`config.mk`:
```
export PLATFORM = sky130hd
export DESIGN_NAME = terminal_arbiter
export DESIGN_NICKNAME = d
export VERILOG_FILES = /design/src/rtl/terminal_arbiter.sv
export SDC_FILE = /design/constraint.sdc
export NUM_CORES = 1
export LEC_CHECK = 0
export ABC_AREA = 1
export CELL_PAD_IN_SITES_DETAIL_PLACEMENT = 0
export CELL_PAD_IN_SITES_GLOBAL_PLACEMENT = 2
export CORE_MARGIN = 4
export CORE_UTILIZATION = 35
export DETAILED_ROUTE_END_ITERATION = 8
export PLACE_DENSITY_LB_ADDON = 0.1
export SLEW_MARGIN = 20
export SYNTH_ARGS = -nofsm -noshare
export SYNTH_HDL_FRONTEND = slang
export SYNTH_SLANG_ARGS = --single-unit
```
`constraint.sdc`:
```
create_clock -name CLK -period 2.7 [get_ports CLK]
set_input_delay 0.81 -clock CLK [delete_from_list [all_inputs] [get_ports CLK]]
set_output_delay 0.81 -clock CLK [all_outputs]
set_load 0.05 [all_outputs]
```
`src/rtl/terminal_arbiter.sv`:
```
// Two-terminal (matrix / LEDs) arbiter for two authenticated stations.
// Each terminal runs its own round-robin FSM with optional hold-time preemption.
module terminal_arbiter #(
    parameter int unsigned MAX_HOLD = 8
) (
    input  logic       CLK,
    input  logic       RST_N,
    input  logic       REQ0,
    input  logic       REQ1,
    input  logic       AUT0,
    input  logic       AUT1,
    input  logic       TERM0,
    input  logic       TERM1,
    input  logic [2:0] CF0,
    input  logic [2:0] CF1,
    output logic       GNT0,
    output logic       GNT1,
    output logic       SEL_MATRIZ,
    output logic       SEL_LEDS,
    output logic       BUSY_MATRIZ,
    output logic       BUSY_LEDS,
    output logic [2:0] FMATRIZ,
    output logic [2:0] FLEDS
);

    typedef enum logic [1:0] {
        IDLE = 2'd0,
        OWN0 = 2'd1,
        OWN1 = 2'd2
    } state_e;

    localparam bit         HOLD_EN  = (MAX_HOLD != 0);
    localparam logic [7:0] HOLD_LIM = HOLD_EN ? 8'(MAX_HOLD - 1) : 8'd0;

    // reff[t][i]: station i effectively requests terminal t (0 = matrix, 1 = LEDs)
    logic [1:0][1:0] reff;
    assign reff[0] = {REQ1 & AUT1 & ~TERM1, REQ0 & AUT0 & ~TERM0};
    assign reff[1] = {REQ1 & AUT1 &  TERM1, REQ0 & AUT0 &  TERM0};

    logic [1:0]      busy_d, sel_d, own0_d, own1_d;
    logic [1:0][2:0] f_d;

    for (genvar t = 0; t < 2; t++) begin : g_term
        state_e     state_q, state_d;
        logic       last_q, last_d;
        logic [7:0] hcnt_q, hcnt_d;
        logic [1:0] r;
        logic       own;
        state_e     other;

        assign r     = reff[t];
        assign own   = (state_q == OWN1);
        assign other = own ? OWN0 : OWN1;

        always_ff @(posedge CLK or negedge RST_N) begin
            if (!RST_N) begin
                state_q <= IDLE;
                last_q  <= 1'b1;
                hcnt_q  <= '0;
            end else begin
                state_q <= state_d;
                last_q  <= last_d;
                hcnt_q  <= hcnt_d;
            end
        end

        always_comb begin
            state_d = state_q;
            last_d  = last_q;
            hcnt_d  = hcnt_q;
            unique case (state_q)
                IDLE: begin
                    if (r[0] && r[1])  state_d = last_q ? OWN0 : OWN1;
                    else if (r[0])     state_d = OWN0;
                    else if (r[1])     state_d = OWN1;
                end
                OWN0, OWN1: begin
                    if (!r[own])
                        state_d = r[~own] ? other : IDLE;
                    else if (r[~own] && HOLD_EN && (hcnt_q >= HOLD_LIM))
                        state_d = other;
                    else if (r[~own] && (hcnt_q != 8'hFF))
                        hcnt_d = hcnt_q + 8'd1;
                end
                default: state_d = IDLE;
            endcase
            // Any entry into an ownership state restarts the hold window.
            if ((state_d != IDLE) && (state_d != state_q)) begin
                last_d = (state_d == OWN1);
                hcnt_d = '0;
            end
        end

        assign busy_d[t] = (state_d != IDLE);
        assign sel_d[t]  = (state_d == OWN1);
        assign own0_d[t] = (state_d == OWN0);
        assign own1_d[t] = (state_d == OWN1);
        assign f_d[t]    = (state_d == OWN0) ? CF0 :
                           (state_d == OWN1) ? CF1 : 3'b000;
    end

    logic [1:0]      busy_q, sel_q, gnt_q;
    logic [1:0][2:0] f_q;

    always_ff @(posedge CLK or negedge RST_N) begin
        if (!RST_N) begin
            busy_q <= '0;
            sel_q  <= '0;
            gnt_q  <= '0;
            f_q    <= '0;
        end else begin
            busy_q <= busy_d;
            sel_q  <= sel_d;
            gnt_q  <= {|own1_d, |own0_d};
            f_q    <= f_d;
        end
    end

    assign GNT0        = gnt_q[0];
    assign GNT1        = gnt_q[1];
    assign BUSY_MATRIZ = busy_q[0];
    assign BUSY_LEDS   = busy_q[1];
    assign SEL_MATRIZ  = sel_q[0];
    assign SEL_LEDS    = sel_q[1];
    assign FMATRIZ     = f_q[0];
    assign FLEDS       = f_q[1];

endmodule

```
=== Yosys cells after proc, flatten, opt, wreduce, memory -nomap -nowiden ===
Index checks and enable logic that the tools add are counted.

* Bits of input ports: 14
* Flip-flop bits (word level): 34
* Word-level logic and storage cells: 107
* Output and inout port bits: 12

* Bitwise operators: 10
* Equal/unequal tests: 14
* $add $sub $neg: 2
* Mux-type cells: 40
* Reductions and logical operators: 24
* Order comparisons: 6

{| class="wikitable"
|+ Operators by type and width
! kind !! number
|-
| 8-bit 2-to-1 mux || 10
|-
| 2-bit 2-to-1 mux || 16
|-
| 8-bit by 1-bit adder with 8-bit output (second input constant) || 2
|-
| 8-bit by 3-bit greater-or-equal comparator with 1-bit output (second input constant) || 2
|-
| 8-bit != test (second input constant) || 2
|-
| 2-bit nonzero test || 8
|-
| 3-bit 2-to-1 mux || 4
|-
| 2-bit by 1-bit == test with 1-bit output (second input constant) || 4
|-
| 2-bit == test (second input constant) || 4
|-
| 1-bit logical AND || 8
|-
| 1-bit by 2-bit < comparator with 1-bit output (second input constant) || 4
|-
| 1-bit 2-to-1 mux || 8
|-
| 2-bit one-hot mux with 2 select lines || 2
|-
| 4-bit AND reduction || 2
|-
| 2-bit OR reduction || 4
|-
| 1-bit AND || 6
|-
| 2-bit zero test || 2
|-
| 2-bit by 1-bit != test with 1-bit output (second input constant) || 2
|-
| 2-bit != test || 2
|-
| 1-bit NOT || 4
|}

=== Longest topological paths before layout ===
Gate-level depths: netlist of the first run.

* Depth in word-level cells: 12
* Depth in mapped cells: 19
* Depth with buffers taken out: 19

=== Least setup slack after synthesis of the first run ===
No wires, ideal clock.

* Path type: input to register
* From: input port REQ1
* To: register g_term[0].hcnt_q[3]
* Data required time: 2.579 ns
* Stages: 17
* Arrival time: 1.894 ns
* Path buffers: 0
* Path slack: 0.685 ns
* Setup time: 0.121 ns
* Cells stage by stage: nand2_2 -> nor2_4 -> nand2_2 -> o21ai_2 -> nand2_1 -> nand2_1 -> nand2_1 -> nand2_1 -> nand2_1 -> nand2_1 -> nand2_1 -> nand2_2 -> nand2_1 -> nand2_1 -> nand2_2 -> nand2_4 -> nor2_2

* Longest elaborated chain between the ends: 12
* Elaborated cells between the ends (all ways): 25
* Classes of those cells: eq/ne (2); mux (12); bitwise (2); reduce/logical (9)

{| class="wikitable"
|+ Ends and longest elaborated chain
! element !! RTL line !! RTL
|-
| from (decl) || 9 || <nowiki>input logic REQ1,</nowiki>
|-
| 1-bit AND (*) (2 in series) || 37 || <nowiki>assign reff[0] = {REQ1 & AUT1 & ~TERM1, REQ0 & AUT0 & ~TERM0};</nowiki>
|-
| 1-bit 2-to-1 mux (not written as such) (2 in series) || 79, 80, 82 ||
|-
| 1-bit logical AND || 80 || <nowiki>else if (r[~own] && HOLD_EN && (hcnt_q >= HOLD_LIM))</nowiki>
|-
| 2-bit 2-to-1 mux || 80 ||
|-
| 2-bit 2-to-1 mux || 78 || <nowiki>if (!r[own])</nowiki>
|-
| 2-bit one-hot mux with 2 select lines || 71 || <nowiki>unique case (state_q)</nowiki>
|-
| 2-bit != test / 2-bit nonzero test (equally long branches) || 88 || <nowiki>if ((state_d != IDLE) && (state_d != state_q)) begin</nowiki>
|-
| 1-bit logical AND || 88 ||
|-
| 2-bit by 1-bit != test with 1-bit output (no line) / 2-bit nonzero test (equally long branches) || -- ||
|-
| 4-bit AND reduction (no line) || -- ||
|-
| to (signal assigned) || 63 || <nowiki>hcnt_q <= hcnt_d;</nowiki>
|-
| to (decl) || 46 || <nowiki>logic [7:0] hcnt_q, hcnt_d;</nowiki>
|}

Every way passes the cells marked *; elsewhere a longest branch is shown, timed or not. The select of a mux whose other input is x is not followed.
A chain may end at the register's enable or synchronous reset.

=== Final worst setup path of the first run ===
* From: input port REQ1
* To: register g_term[0].hcnt_q[0]

Same word-level chain as after synthesis.

==> metrics.cfg, run 1 <==
[clocking]
cts_tree=done
cts_max_path_buffers=2
cts_hold_buffers=0
number_of_cts_inserted_buffers=5
clk_transition_reported_paths_ps=60
clkLatencyLatePin_ps=280
post_cts.resized_instances=0
numClockSinks=34
root_buffer_master=sky130_fd_sc_hd__clkbuf_8
h-tree-depth=2
postCtsSetupRepairBufs=0

[placed_design]
place.port_buffers=25
post-dp-hpwl_um=2980
pre_cts_slack_ps=-11.4
place_congestion=0.756

[setup_path]
criticalPathCategory=in2reg
worstSetupStartpointType=primary input
largest_fanout_of_any_net_on_the_critical_path=8
timing.critical_path.from=REQ1
timing.rr.end=g_term[0].hcnt_q[0]$_DFFE_PN0P_
ff2ff_setup_slack_ps=580
worstSetupEndpoint=g_term[0].hcnt_q[0]$_DFFE_PN0P_
timing.critical_path.arrival_ps=2570
end_kind=flip-flop
r2r.worst_path.cells=18
timing.rr.start=g_term[0].state_q[0]$_DFF_PN0_
cp.required_ps=2870

[yosys]
postSynthNetCount=244
syn_area_per_cell_sq_um=8.41
synth_cell_type_count=31
ys_seq_area_frac=0.457
synth_top_area_share=0.429
postSynthRegisterBits=34
largest_area_contributor_in_the_netlist=sky130_fd_sc_hd__dfrtp_1
syn_inst=222
post_synth_instance_area_sq_mm=0.00187
synth_async_sr_flop_share=1.00
dominantRegCellSynth=sky130_fd_sc_hd__dfrtp_1
synth_area_leaders=sky130_fd_sc_hd__dfrtp_1 43%, sky130_fd_sc_hd__nand2_1 12%, sky130_fd_sc_hd__inv_1 6.8%, sky130_fd_sc_hd__ha_1 5.4%, sky130_fd_sc_hd__nor2_2 4.7%
yosysWarnings=0
synth_edf_count=0

[cells_and_area]
sequential_cell_area_in_the_final_layout_sq_um=853
antenna_cells=0
layout-area-overhead-vs-synth_pct=24.2
final_core_utilization=0.451
design.final.nets=281
nFillCells=552
layout-drive-gt1-share=0.216
multiInputGateArea_sq_um=857

[floorplanning]
coreArea_sq_mm=0.00514
core.rowCount=26
die_width_um=81.1
floorplan.initialDensity=0.363
io_pins=26
chip_height_um=81.1
design.die.area_sq_mm=0.00657

[global_route]
grt_start_max_net_pins=35
use_met2=0.202
global_route.usage.total=0.135
grt_overflow_total=0
grt_pass1_wl_um=6780
grt_pass1_vias=1504
groute.layer.met1.usage=0.186
antenna_found_initial=0
gr-max-usage-layer=met2
met3_usage=0.0377

[power_and_ir_drop]
lkg_pwr_nw=1.13
total_power_mw=2.33
power_density_mw_per_mm2=1000
power.ir.vdd_worst_uv=683

[route]
vias_per_cell=4.35
detailroute.via_count=1430
detailed_router_iteration_count_before_antenna_repair=4
ant_nets=0
wire_per_inst_um=11.4
dr.first_iter.drc_count=56
route.detailed.drc=0
routed_wl_um=3760

[timing]
rsz0062_at_grt=no
tightest_slew_ps=508
drv_slew=0
final_min_period_over_clock_period=0.891
clock_skew_ps=3.83
final_critical_path_required_period_ps=2410
timing.final.hold_violations=0
worst_slack_ps=295
max-slew-margin-rel=0.661
timing.final.setup_violations=0
fmaxAchievable_mhz=416

[outcome]
outcome=complete, no violations

[hold_path]
min-delay-path-class=reg2reg

[job]
max-cap-violations=0

==> synth_stat cells (2+ instances only) <==
cell type,instances
sky130_fd_sc_hd__inv_2,6
sky130_fd_sc_hd__xor2_1,3
sky130_fd_sc_hd__o21ai_2,2
sky130_fd_sc_hd__a21oi_2,2
sky130_fd_sc_hd__inv_1,34
sky130_fd_sc_hd__a21oi_1,3
sky130_fd_sc_hd__o211ai_1,3
sky130_fd_sc_hd__nand4_1,2
sky130_fd_sc_hd__nand2_4,3
sky130_fd_sc_hd__o22ai_1,6
sky130_fd_sc_hd__nand3_1,8
sky130_fd_sc_hd__clkinv_1,2
sky130_fd_sc_hd__nand2_2,11
sky130_fd_sc_hd__nor2_2,14
sky130_fd_sc_hd__dfstp_2,2
sky130_fd_sc_hd__o21ai_0,4
sky130_fd_sc_hd__dfrtp_1,32
sky130_fd_sc_hd__ha_1,8
sky130_fd_sc_hd__nor2_1,6
sky130_fd_sc_hd__nand2_1,60
==> area by class of cell <==
| type | instances | share of cell area |
|---|---|---|
| Clock buffer | 7 | 0.0329 |
| Tap cell | 70 | 0.0378 |
| Inverter | 42 | 0.0680 |
| Sequential cell | 34 | 0.368 |
| Multi-Input combinational cell | 146 | 0.369 |
| Timing Repair Buffer | 30 | 0.124 |
==> metal layers <==
| metal | vias to the layer above | wire, um |
|---|---|---|
| met4 | 0 | 53 |
| met5 | - | 0 |
| met2 | 19 | 1620 |
| met3 | 6 | 160 |
| met1 | 642 | 1930 |
| li1 | 763 | - |
==> through the flow <==
| step | TNS [ps] | hold WS (ps) | instance area, sq um | std cells |
|---|---|---|---|---|
| floorplan | 0 | 460 | 1870 | 222 |
| global placement | -366 | 493 | 2240 | 322 |
| detailed placement | -58.7 | 489 | 2240 | 322 |
| CTS | 0 | 497 | 2320 | 329 |
| global route | 0 | 533 | 2320 | 329 |
| finish | 0 | 494 | 2320 | 329 |
==> worst min path at each step <==
stage,start,to,slack (ps),cells after the start
after floorplan,g_term[0].last_q$_DFFE_PN1N_,g_term[0].last_q$_DFFE_PN1N_,460,2
after detailed placement,g_term[0].last_q$_DFFE_PN1N_,g_term[0].last_q$_DFFE_PN1N_,490,2
after CTS,g_term[0].last_q$_DFFE_PN1N_,g_term[0].last_q$_DFFE_PN1N_,500,2
final,g_term[0].last_q$_DFFE_PN1N_,g_term[0].last_q$_DFFE_PN1N_,490,2
after global placement,g_term[0].last_q$_DFFE_PN1N_,g_term[0].last_q$_DFFE_PN1N_,490,2
after global routing,g_term[0].last_q$_DFFE_PN1N_,g_term[0].last_q$_DFFE_PN1N_,530,2
==> cell usage in the layout, fill, tap and decap left out, types with 4 or more instances in the layout <==
cell and instances:
sky130_fd_sc_hd__ha_1 8, sky130_fd_sc_hd__nor2_2 14, sky130_fd_sc_hd__nand2_1 60, sky130_fd_sc_hd__nand3_1 8, sky130_fd_sc_hd__nor2_1 6, sky130_fd_sc_hd__clkdlybuf4s50_1 25, sky130_fd_sc_hd__clkbuf_8 5, sky130_fd_sc_hd__buf_4 5
sky130_fd_sc_hd__inv_2 6, sky130_fd_sc_hd__inv_1 34, sky130_fd_sc_hd__dfrtp_1 32, sky130_fd_sc_hd__o22ai_1 6, sky130_fd_sc_hd__nand2_2 11, sky130_fd_sc_hd__o21ai_0 4
==> critical path, cell delays in order <==
cell	delay, ps
sky130_fd_sc_hd__clkdlybuf4s50_1	470
sky130_fd_sc_hd__nand2_2	100
sky130_fd_sc_hd__nor2_4	140
sky130_fd_sc_hd__nand2_2	70
sky130_fd_sc_hd__o21ai_2	60
sky130_fd_sc_hd__nand2_1	80
sky130_fd_sc_hd__nand2_1	60
sky130_fd_sc_hd__nand2_1	50
sky130_fd_sc_hd__nand2_1	50
sky130_fd_sc_hd__nand2_1	60
sky130_fd_sc_hd__nand2_1	50
sky130_fd_sc_hd__nand2_1	50
sky130_fd_sc_hd__nand2_2	110
sky130_fd_sc_hd__nand2_1	60
sky130_fd_sc_hd__nand2_1	70
sky130_fd_sc_hd__nand2_2	70
sky130_fd_sc_hd__nand2_4	140
sky130_fd_sc_hd__nor2_2	50
==> where the power goes <==
part,switching (mW),internal (mW),total [mW]
clock,0.160,0.177,0.337
combinational,0.858,0.399,1.26
sequential,0.0843,0.648,0.732
==> flip-flops by register name (all words and copies together), names as in the netlist <==
| register | flops |
|---|---|
| g_term.state_q | 4 |
| FMATRIZ | 3 |
| g_term.last_q | 2 |
| busy_q | 2 |
| g_term.hcnt_q | 16 |
| sel_q | 2 |
| FLEDS | 3 |
| gnt_q | 2 |
==> cell families (layout without fill, tap and decap cells) <==
group           Yosys count  in the layout  synth area share
compound gates           24             24            0.0837
xor+xnor                  3              3            0.0141
fa+ha+maj                 8              8            0.0536
buf+inv                  42             79            0.0844
flops                    34             34             0.457
mux                       1              1           0.00603
simple gates            110            110             0.301
Note: power is estimated with default switching activity, not from simulation.
==> run 2: changes to the inputs <==
--- a/config.mk
+++ b/config.mk
@@ -12,7 +12,6 @@
 export CORE_UTILIZATION = 35
 export DETAILED_ROUTE_END_ITERATION = 8
 export PLACE_DENSITY_LB_ADDON = 0.1
-export SLEW_MARGIN = 20
 export SYNTH_ARGS = -nofsm -noshare
 export SYNTH_HDL_FRONTEND = slang
 export SYNTH_SLANG_ARGS = --single-unit
==> results of run 2 <==
No change in the layout: final DEF, timing and power equal those of run 1.
